[src/rtl/apb_const_arbiter.sv]
// apb_const_arbiter: two-requester arbiter that reads a 64-bit constant (pi or e) over APB.
// Ports:
//   PCLK, PRESETn          clock and synchronous active-low reset
//   req0/req1, sel0/sel1   requester level requests and constant selects (0 = pi, 1 = e)
//   done0/done1, err       one-cycle completion pulse per requester; err = timed out
//   result                 last captured {PRWDATA1, PRWDATA2}
//   busy                   high outside IDLE
//   PSEL, PENABLE, PWRITE, PRWADDR, PRWDATA   APB master side (read-only)
//   PRWDATA1, PRWDATA2, PREADY                APB slave response
// Compile-time option: ARB_ROUND_ROBIN_EN selects round-robin arbitration (default fixed priority).
module apb_const_arbiter #(
    parameter logic [31:0] PI_ADDR = 32'h0000_0004,
    parameter logic [31:0] E_ADDR  = 32'h0000_0008,
    parameter int unsigned TIMEOUT = 15
) (
    input  logic        PCLK,
    input  logic        PRESETn,
    input  logic        req0,
    input  logic        req1,
    input  logic        sel0,
    input  logic        sel1,
    output logic        done0,
    output logic        done1,
    output logic        err,
    output logic [63:0] result,
    output logic        busy,
    output logic        PSEL,
    output logic        PENABLE,
    output logic        PWRITE,
    output logic [31:0] PRWADDR,
    output logic [31:0] PRWDATA,
    input  logic [31:0] PRWDATA1,
    input  logic [31:0] PRWDATA2,
    input  logic        PREADY
);
    typedef enum logic [1:0] {IDLE, SETUP, ACCESS, DONE} state_t;
    state_t state, state_nx;
    logic       gnt, gnt_nx, sel_r, err_r;
    logic [7:0] cnt;
    logic       take;
    assign take = state == IDLE && (req0 || req1);
`ifdef ARB_ROUND_ROBIN_EN
    // ptr names the requester preferred on a tie: the one not granted last
    logic ptr;
    assign gnt_nx = (req0 && req1) ? ptr : !req0;
    always_ff @(posedge PCLK)
        if (!PRESETn) ptr <= 1'b0;
        else if (take) ptr <= !gnt_nx;
`else
    assign gnt_nx = !req0;
`endif
    always_comb begin
        state_nx = state;
        case (state)
            IDLE:    state_nx = (req0 || req1) ? SETUP : IDLE;
            SETUP:   state_nx = ACCESS;
            ACCESS:  state_nx = (PREADY || cnt == 8'(TIMEOUT - 1)) ? DONE : ACCESS;
            default: state_nx = IDLE;
        endcase
    end
    always_ff @(posedge PCLK) begin
        if (!PRESETn) begin
            state  <= IDLE;
            gnt    <= 1'b0;
            sel_r  <= 1'b0;
            err_r  <= 1'b0;
            cnt    <= 8'd0;
            result <= 64'h0;
        end else begin
            state <= state_nx;
            if (take) begin
                gnt   <= gnt_nx;
                sel_r <= gnt_nx ? sel1 : sel0;
            end
            if (state == SETUP) cnt <= 8'd0;
            else if (state == ACCESS && !PREADY) cnt <= cnt + 8'd1;
            // err_r on leaving ACCESS is valid for the whole DONE cycle
            if (state == ACCESS) err_r <= !PREADY;
            if (state == ACCESS && PREADY) result <= {PRWDATA1, PRWDATA2};
        end
    end
    assign busy    = state != IDLE;
    assign PSEL    = state == SETUP || state == ACCESS;
    assign PENABLE = state == ACCESS;
    assign PWRITE  = 1'b0;
    assign PRWDATA = 32'h0;
    assign PRWADDR = PSEL ? (sel_r ? E_ADDR : PI_ADDR) : 32'h0;
    assign done0   = state == DONE && !gnt;
    assign done1   = state == DONE && gnt;
    assign err     = state == DONE && err_r;
endmodule

[config.mk]
export PLATFORM = sky130hd
export DESIGN_NAME = apb_const_arbiter
export DESIGN_NICKNAME = d
export VERILOG_FILES = /design/src/rtl/apb_const_arbiter.sv
export SDC_FILE = /design/constraint.sdc
export NUM_CORES = 1
export LEC_CHECK = 0
export ABC_AREA = 1
export CAP_MARGIN = 20
export CORE_MARGIN = 5
export CORE_UTILIZATION = 34
export CTS_CLUSTER_DIAMETER = 120
export DETAILED_ROUTE_END_ITERATION = 12
export GPL_TIMING_DRIVEN = 0
export PLACE_DENSITY = 0.8
export SKIP_CTS_REPAIR_TIMING = 1
export SLEW_MARGIN = 30
export SYNTH_ARGS = -nofsm -noshare
export SYNTH_HDL_FRONTEND = slang
export SYNTH_SLANG_ARGS = --single-unit
[constraint.sdc]
create_clock -name PCLK -period 1.3 [get_ports PCLK]
set_clock_uncertainty 0.05 [all_clocks]
set_input_delay 0.26 -clock PCLK [delete_from_list [all_inputs] [get_ports PCLK]]
set_output_delay 0.26 -clock PCLK [all_outputs]
set_load 0.02 [all_outputs]
; ---- After elaboration in Yosys (flattened, before gate mapping)
; Cells that the tools add are included.
[word_totals]
reg_bits = 77
inputBits = 71
out_inout_bits = 135
word_cells = 33
[op_classes]
n_addsub = 1
n_eq_ne = 4
muxes = 6
bitwise_logic = 1
n_reduce_logical = 15
[ops]
columns = cell, count
row1 = $add A8 B1 Y8 const B, 1
row2 = $eq A8 B4 Y1 const B, 1
row3 = $mux W4, 2
row4 = $logic_and A1 B1 Y1, 6
row5 = $pmux W2 S3, 1
row6 = $eq A2 B2 Y1 const B, 2
row7 = $logic_not A1 Y1, 3
row8 = $logic_or A1 B1 Y1, 3
row9 = $mux W1, 3
row10 = $eq A2 B1 Y1 const B, 1
row11 = $logic_not A2 Y1, 1
row12 = $reduce_bool A2 Y1, 1
row13 = $reduce_or A2 Y1, 1
row14 = $not A1 Y1, 1

; ---- Depth between registers and ports, before layout
; Gate-level depths: netlist of run 1.
[logic_depth]
word_depth = 4
mapped_depth = 9
ltp_nobuf = 9

; ---- Worst setup path before layout of run 1
; No wires, ideal clock.
[synth_path]
kind = register to register
from = reg state[0]
to = reg result[22]
t_arrival_ps = 1323
required_ps = 1137
path_slack_ps = -186
path_stages_with_launch = 8
n_path_buf = 2
synth_period_minus_slack_ps = 1486
path_cell_list = dfxtp_1 -> inv_1 -> ha_1 -> nand2_1 -> buf_4 -> buf_4 -> o21ai_1 -> nor2_1
[synth_between]
elab_chain_cells = 2
[synth_lines]
columns = element, line
row1 = from (decl), 37  ; state_t state, state_nx;
row2 = from (signal assigned), 70  ; state <= state_nx;
row3 = $eq A2 B2 Y1, -
row4 = named net PENABLE, 28  ; output logic PENABLE,
row5 = $logic_and A1 B1 Y1, 79  ; if (state == ACCESS && PREADY) result <= {PRWDATA1, PRWDATA2};
row6 = to (signal assigned), 79
row7 = to (decl), 25  ; output logic [63:0] result,
; The timed path passes the listed nets, and every way through them passes these cells.
; A chain may end at the register's enable or synchronous reset.

; ---- Worst setup path after layout of run 1
[layout_path]
from = reg state[0]
to = out PRWADDR[2]
[layout_between]
elab_chain_cells = 3
elab_cells_between_ends = 4
[layout_lines]
columns = element, line
row1 = $eq A2 B1 Y1 / $eq A2 B2 Y1 (equally long branches), 83  ; assign PSEL = state == SETUP || state == ACCESS;
row2 = $logic_or A1 B1 Y1 (*), 83
row3 = $mux W4 (*), 87  ; assign PRWADDR = PSEL ? (sel_r ? E_ADDR : PI_ADDR) : 32'h0;
row4 = to (decl), 30  ; output logic [31:0] PRWADDR,
; Every way passes the cells marked *; elsewhere a longest branch is shown, timed or not.

==> results.yml, run 1 <==
run_status:
  outcome: "finished, violations left"
  violations: "negative setup slack"
floorplan:
  die_area_um2: 12170
  die_x_um: 110.3
  num_rows: 36
  ioPinCount: 206
  dieHeight_um: 110.3
  fp.coreArea_um2: 9819
  start_util_pct: 34.86
layout:
  nets: 751
  drive_gt1_share_pct: 34.17
  syn2layout_area_growth_pct: 84.17
  final_area_um2: 6305
  post-route-util_pct: 64.21
  fin_cells: 812
  n_antenna_cell: 0
synth:
  async_flop_share_pct: 0
  synth_area_leader_cell: "dfxtp_1"
  synth-edff-count: 0
  synth.area.top_cells: "dfxtp_1 45%, nor2_1 16%, buf_4 14%, o21ai_0 6.0%, o21ai_1 3.9%"
  ys_warn_count: 0
  avgSynthCellArea_um2: 7.728
  ys_seq_area_share_pct: 45.03
  synthCells: 443
  ys_types: 23
  yosys_most_used_dff: "dfxtp_1"
  synth_seq_cells: 77
  synth_commonest_cells: "147 x nor2_1, 77 x dfxtp_1, 66 x buf_4"
  synth_top_area_share_pct: 45.03
  synth.most_common_cell: "nor2_1"
  syn_area_um2: 3423
global_routing:
  grt_pass1_wl_mm: 14.55
  grt_pass1_vias: 3223
  overflow: 0
  antenna_found_initial: 0
  grt.total_usage_pct: 15.19
  grt_max_degree: 14
detailed_routing:
  wl_per_cell_um: 13.83
  drtIter0Drc: 184
  vias: 3467
  viasPerCell: 4.270
  drc_errors: 0
  drt_pass1_iterations: 4
  routed_wl_mm: 11.23
  drtAntennaViolNets: 0
cts:
  tritoncts: "built"
  clk_latency_ps: 350
  cts.sinks: 77
  cts_root_buf: "clkbuf_8"
  cts.clk_slew.worst_paths_ps: 80
  clockBufferDepth: 2
  htreeDepth: 3
  numCtsBuffers: 9
critical_path:
  slowest_delay_ps: 380
  r2r_slack_ps: -160
  cp.arrival_ps: 1300
  worst_ep_required_time_ps: 990
  cp_slowest_cell: "dfxtp_4"
  worstReg2RegEnd: "result[3]"
  worstRegToRegCells: 8
  rr_startpoint: "state[0]"
  cp-start-kind: "flop"
  path_max_fanout: 4
  path_cells: "inv_4 > ha_4 > inv_2 > nor2_4 > buf_6"
  critPathKind: "reg -> out"
  endpoint_kind: "primary output"
power:
  p_sw_share_pct: 33.28
  leakagePower_nw: 3.644
  combPwrFrac_pct: 37.1
  pwr-share-clk_pct: 26.2
  ir_worst_vdd_uv: 719.2
  p_int_w: 0.005102
  p_sw_w: 0.002545
  seq_power_share_pct: 36.7
  p_per_area_nw_per_um2: 1213
hold_path:
  hold_path_class: "reg -> reg"
  hp-start: "result[9]"
  hold_end: "result[9]"
  holdPathStages: 2
sta:
  layout_setup_ws_ps: -313.2
  hold_violations: 0
  worst_pin_slew_ps: 641.0
  fmax_mhz: 619.9
  slew_headroom_pct: 57.27
  maxSlewViolCount: 0
  fin_crit_sh_pct: 124.1
  rsz0062_at_grt: "yes"
  finalSetupViolCount: 78
  fin_crit_ps: 1613
placed_design:
  place_area_um2: 5281
  io_buffers: 142
  hpwl_mm: 7.578
  routabilityCongestion: 0.7753
  place_inst: 780
flow_run:
  cap_violations: 0
[worst max-delay path, delay by kind of cell, from the launching register on]
family        cells  cell delay (ps)
fa+ha+maj         1              290
simple gates      1               80
buf+inv           3              220
flops             1              380
[registers in the layout, indices dropped and copies added, names as in the netlist]
signal / flops
sel_r: 1
gnt: 1
result: 64
state: 2
err_r: 1
cnt: 8
[worst max-delay path by stage]
stage | from | to | slack (ps) | cells after the start
final | state[0] | PRWADDR[2] | -310 | 5
after global routing | state[1] | PRWADDR[2] | -380 | 5
after CTS | state[1] | PRWADDR[2] | -920 | 5
after detailed placement | PRESETn | result[20] | -600 | 5
after global placement | PRESETn | result[11] | -570 | 5
after floorplan | state[0] | result[22] | -20 | 7
[area by class of cell]
| cell class | count | area (um2) |
|---|---|---|
| fill | 801 | 3515 |
| multi-input combinational | 322 | 1799 |
| timing repair buffer | 158 | 1748 |
| sequential | 77 | 1550 |
| buffer | 84 | 726.9 |
| tap | 133 | 166.4 |
| clock buffer | 11 | 131.4 |
| inverter | 22 | 100.1 |
| clock inverter | 5 | 82.58 |
[power groups by stage]
stage | Clock [W] | Sequential, W | Combinational [W]
floorplan | 0 | 0.00309 | 0.00111
CTS | 0.00203 | 0.00277 | 0.00234
global route | 0.00217 | 0.00284 | 0.00306
finish | 0.00200 | 0.00281 | 0.00284
global placement | 0 | 0.00281 | 0.00229
detailed placement | 0 | 0.00283 | 0.00233
[stage by stage]
step	hold slack (ps)	worst slack, ps	setup TNS, ps	total power (W)
finish	424.2	-313.2	-5692	0.007647
global route	425.1	-384.0	-10100	0.008074
CTS	438.9	-915.5	-35680	0.007147
detailed placement	421.2	-595.7	-34040	0.005157
global placement	411.8	-572.3	-33340	0.005099
floorplan	309.0	-23.88	-1095	0.004207
[routing by layer]
metal  vias up  global-route usage (%)  wire length, um
met1      1584                   17.24             4222
met2       135                   26.43             5738
met5         -                       0                0
li1       1730                       -                -
met4         0                   5.453              217
met3        18                   5.183             1050
[cell usage in the layout, fill, tap and decap left out, drive strengths merged]
master and count:
nor3 2, bufinv 2, ha 6, a21oi 5, mux2i 1, nor2 150
buf 97, inv 23, clkinv 2, conb 63, clkdlybuf4s50 69, dfxtp 77
nand3 3, dlymetal6s2s 55, nand4 2, clkbuf 32, a211oi 2, nand2 20
o21ai 68
[kinds of logic (layout without fill, tap and decap cells)]
kind of cell,Yosys count,after routing,synth area share (%)
adder cells (fa/ha/maj),6,6,2.193
multiplexers,1,1,0.2924
buffers and inverters,106,280,21.02
AND/OR/NAND/NOR,177,177,20.25
flip-flops,77,77,45.03
AO/OA/AOI/OAI,75,75,11.11
other,1,63,0.1095
Note: power is estimated with default switching activity, not from simulation.
==> run 2, diff against run 1 <==
--- a/config.mk
+++ b/config.mk
@@ -9,10 +9,9 @@
 export CAP_MARGIN = 20
 export CORE_MARGIN = 5
 export CORE_UTILIZATION = 34
-export CTS_CLUSTER_DIAMETER = 120
 export DETAILED_ROUTE_END_ITERATION = 12
 export GPL_TIMING_DRIVEN = 0
-export PLACE_DENSITY = 0.8
+export PLACE_DENSITY = 0.78
 export SKIP_CTS_REPAIR_TIMING = 1
 export SLEW_MARGIN = 30
 export SYNTH_ARGS = -nofsm -noshare
==> results.yml, run 2 (same netlist as run 1, synthesis figures left out) <==
cts:
  tritoncts: "built"
  htreeDepth: 3
  clockBufferDepth: 2
  numCtsBuffers: 9
  cts_root_buf: "clkbuf_8"
  clk_latency_ps: 360
  cts.clk_slew.worst_paths_ps: 80
  cts.sinks: 77
layout:
  biggestRegsByFlops: "result x64, cnt x8, state x2"
  post-route-util_pct: 64.74
  nets: 750
  final_common_cell: "nor2_1"
  largest_register_ffs: 64
  final_cell_mix: "94 x nor2_1, 75 x dfxtp_1, 69 x buf_4, 69 x clkdlybuf4s50_1, 63 x conb_1"
  nFillCells: 772
  n_antenna_cell: 0
  regMostFlops: "result"
  final_area_um2: 6357
  drive_gt1_share_pct: 42.25
  syn2layout_area_growth_pct: 85.71
global_routing:
  grt_pass1_wl_mm: 14.59
  grt_pass1_vias: 3079
  grt_max_degree: 14
  overflow: 0
  grt.total_usage_pct: 15.30
  antenna_found_initial: 0
floorplan:
  die_area_um2: 12170
  ioPinCount: 206
  num_rows: 36
  dieHeight_um: 110.3
  die_x_um: 110.3
  start_util_pct: 34.86
  fp.coreArea_um2: 9819
power:
  leakagePower_nw: 3.327
  ir_worst_vdd_uv: 791.3
  power.total_w: 0.007776
  p_per_area_nw_per_um2: 1223
placed_design:
  place_area_um2: 5281
  routabilityCongestion: 0.7562
  pre_cts_ws_ps: -598.4
  io_buffers: 142
  hpwl_mm: 7.747
critical_path:
  cp-start-kind: "flop"
  path_max_fanout: 4
  path_cells: "inv_4 > ha_4 > inv_2 > nor2_4 > buf_6"
  cp_slowest_cell: "dfxtp_4"
  critPathKind: "reg -> out"
  slowest_delay_ps: 370
  cp.arrival_ps: 1300
  worst_ep_required_time_ps: 990
  endpoint_kind: "primary output"
sta:
  finalSetupViolCount: 78
  hold_ws_ps: 398.2
  layout_setup_ws_ps: -311.7
  fin_crit_ps: 1612
  rsz0062_at_grt: "yes"
  slew_headroom_pct: 55.56
  fin_crit_sh_pct: 124.0
  worst_pin_slew_ps: 666.5
  hold_violations: 0
  maxSlewViolCount: 0
  fmax_mhz: 620.5
flow_run:
  cap_violations: 0
detailed_routing:
  vias: 3445
  drc_errors: 0
  routed_wl_mm: 11.40
  viasPerCell: 4.253
  drtIter0Drc: 204
  drt_pass1_iterations: 4
  drtAntennaViolNets: 0
  wl_per_cell_um: 14.07
run_status:
  outcome: "finished, violations left"
  violations: "negative setup slack"
hold_path:
  hold_path_class: "in -> reg"
==> run 2: per-layer routing <==
layer	track usage, %	wire length (um)
met3	4.892	933
met1	17.47	4380
met2	26.39	5924
met4	6.245	160
met5	0	0
==> run 2: worst paths after layout <==
check / from / slack, ps / cells after the start / to
max: state[0] / -310 / 5 / PRWADDR[2]
min: PRESETn / 400 / 3 / gnt
max reg2reg: state[1] / -190 / 8 / result[50]
min reg2reg: result[63] / 430 / 2 / result[63]
==> run 2: critical path: cells and delay by family, from the launching register on <==
kind / cells / cell delay [ps]
DFF: 1 / 370
adders and majority gates: 1 / 290
buffers and inverters: 3 / 220
and+or+nand+nor: 1 / 70
==> run 2: area by class of cell <==
| class | instances | area (um2) | share of cell area, % |
|---|---|---|---|
| buffer | 84 | 739.5 | 11.63 |
| clock inverter | 6 | 88.84 | 1.397 |
| multi-input combinational | 322 | 2004 | 31.53 |
| clock buffer | 9 | 123.9 | 1.948 |
| sequential | 77 | 1549 | 24.37 |
| tap | 133 | 166.4 | 2.618 |
| timing repair buffer | 157 | 1583 | 24.90 |
| inverter | 22 | 102.6 | 1.614 |
==> run 2: through the flow <==
stage / instances / setup TNS (ps)
finish: 810 / -10930
global route: 810 / -14630
CTS: 795 / -36560
detailed placement: 780 / -34690
global placement: 780 / -32520
floorplan: 505 / -1095
==> run 2: where the power goes <==
group	switching (W)	internal (W)
logic	0.00152	0.00143
registers	0.000213	0.00263
clock network	0.000906	0.00107
total	0.00264	0.00513
==> run 3, diff against run 2 <==
--- a/config.mk
+++ b/config.mk
@@ -6,12 +6,11 @@
 export NUM_CORES = 1
 export LEC_CHECK = 0
 export ABC_AREA = 1
-export CAP_MARGIN = 20
 export CORE_MARGIN = 5
-export CORE_UTILIZATION = 34
+export CORE_UTILIZATION = 40
 export DETAILED_ROUTE_END_ITERATION = 12
 export GPL_TIMING_DRIVEN = 0
-export PLACE_DENSITY = 0.78
+export PLACE_DENSITY = 0.86
 export SKIP_CTS_REPAIR_TIMING = 1
 export SLEW_MARGIN = 30
 export SYNTH_ARGS = -nofsm -noshare
==> constraint.sdc (replaced) <==
create_clock -name PCLK -period 2.06 [get_ports PCLK]
set_clock_uncertainty 0.05 [all_clocks]
set_input_delay 0.412 -clock PCLK [delete_from_list [all_inputs] [get_ports PCLK]]
set_output_delay 0.412 -clock PCLK [all_outputs]
set_load 0.02 [all_outputs]
==> results.yml, run 3 (same netlist as run 1, synthesis figures left out) <==
layout:
  biggestRegsByFlops: "result x64, cnt x8, state x2"
  syn2layout_area_growth_pct: 59.21
  largest_register_ffs: 64
  n_antenna_cell: 0
  drive_gt1_share_pct: 15.26
  regArea_um2: 1541
  nFillCells: 714
  regMostFlops: "result"
  post-route-util_pct: 66.00
  final_cell_mix: "147 x nor2_1, 134 x clkdlybuf4s50_1, 77 x dfxtp_1"
  final_common_cell: "nor2_1"
  multi_input_area_um2: 1395
  fin_cells: 767
  nets: 735
  final_area_um2: 5450
sta:
  maxSlewViolCount: 0
  fmax_mhz: 512.0
  finalSetupTns_ps: 0
  fin_crit_sh_pct: 94.82
  rsz0062_at_grt: "no"
  fin_crit_ps: 1953
  hold_violations: 0
  hold_ws_ps: 435.2
  finalSetupViolCount: 0
placed_design:
  io_buffers: 142
  hpwl_mm: 7.665
  place_area_um2: 5209
  routabilityCongestion: 0.8400
  place_inst: 752
critical_path:
  slowest_delay_ps: 380
  rr_startpoint: "state[0]"
  cp.arrival_ps: 1490
  path_max_fanout: 4
  cp.buffers_inverters: 3
  worst_ep_required_time_ps: 1600
  endpoint_kind: "primary output"
  crit_family: "flip-flops"
  worstSetupEndpoint: "PRWADDR[2]"
  cp_slowest_cell: "dfxtp_1"
  crit_start: "state[0]"
  worstRegToRegCells: 7
  crit_path_frequent_cell: "inv_1"
  cp_num_cells: 5
  r2r_slack_ps: 510
  cp-start-kind: "flop"
  worstReg2RegEnd: "result[22]"
  critPathKind: "reg -> out"
  path_cells: "inv_1 > ha_1 > inv_1 > nor2_1 > dlymetal6s2s_1"
detailed_routing:
  drt_pass1_iterations: 4
  drc_errors: 0
  routed_wl_mm: 9.483
  drtIter0Drc: 111
  wl_per_cell_um: 12.36
  vias: 3287
  drtAntennaViolNets: 0
  viasPerCell: 4.286
floorplan:
  dieHeight_um: 102.5
  die_x_um: 102.5
  start_util_pct: 41.45
  ioPinCount: 206
  die_area_um2: 10510
  num_rows: 33
  fp.coreArea_um2: 8258
flow_run:
  cap_violations: 0
cts:
  numCtsBuffers: 9
  htreeDepth: 3
  clockBufferDepth: 2
  cts.clk_slew.worst_paths_ps: 80
  tritoncts: "built"
  cts_root_buf: "clkbuf_8"
  clk_latency_ps: 340
  cts.sinks: 77
global_routing:
  antenna_found_initial: 0
  grt.total_usage_pct: 17.29
  grt_max_degree: 14
  overflow: 0
  grt_pass1_wl_mm: 14.39
  grt_pass1_vias: 3175
run_status:
  outcome: "completed"
hold_path:
  hold_path_class: "reg -> reg"
power:
  p_per_area_nw_per_um2: 813.5
  ir_worst_vdd_uv: 384.2
  leakagePower_nw: 2.513
run 3: how the worst min path moves through the flow:
stage | start | endpoint | slack, ps | depth (start not counted)
finish | result[61] | result[61] | 440 | 2
global route | result[34] | result[34] | 460 | 2
CTS | result[35] | result[35] | 440 | 2
detailed placement | result[35] | result[35] | 420 | 2
global placement | result[29] | result[29] | 410 | 2
floorplan | cnt[3] | cnt[3] | 410 | 1
run 3: worst register-to-register path, delay by kind of cell (launching register included):
family,cells,cell delay [ps]
buf+inv,3,470
flops,1,340
fa+ha+maj,1,270
simple gates,2,160
compound gates,1,150
run 3: stage by stage:
step	total power, W	setup slack, ps
2_1_floorplan	0.002615	441.9
3_3_place_gp	0.003176	115.4
3_5_place_dp	0.003216	96.91
4_1_cts	0.004490	-313.0
5_1_grt	0.004692	0.7081
6_report	0.004434	106.8
run 3: final cells by class:
cell class / instances / area share, %
plain buffers: 84 / 11.69
clock buffers: 10 / 2.525
clock inverters: 5 / 1.538
inverters: 22 / 1.515
multi-input cells: 322 / 25.60
flip-flops and latches: 77 / 28.28
well taps: 105 / 2.410
repair buffers: 142 / 26.45
run 3: per-layer routing:
| metal | wire (um) | GRT usage (%) | up-vias |
|---|---|---|---|
| li1 | - | - | 1691 |
| met1 | 3690 | 19.31 | 1451 |
| met2 | 4682 | 30.34 | 134 |
| met3 | 971 | 6.631 | 11 |
| met4 | 138 | 5.449 | 0 |
| met5 | 0 | 0 | - |
run 3: power breakdown:
group          internal [W]  switching [W]  leakage, nW
clock network      0.000713       0.000544        0.105
registers           0.00166      0.0000915        0.626
logic              0.000678       0.000751         1.78
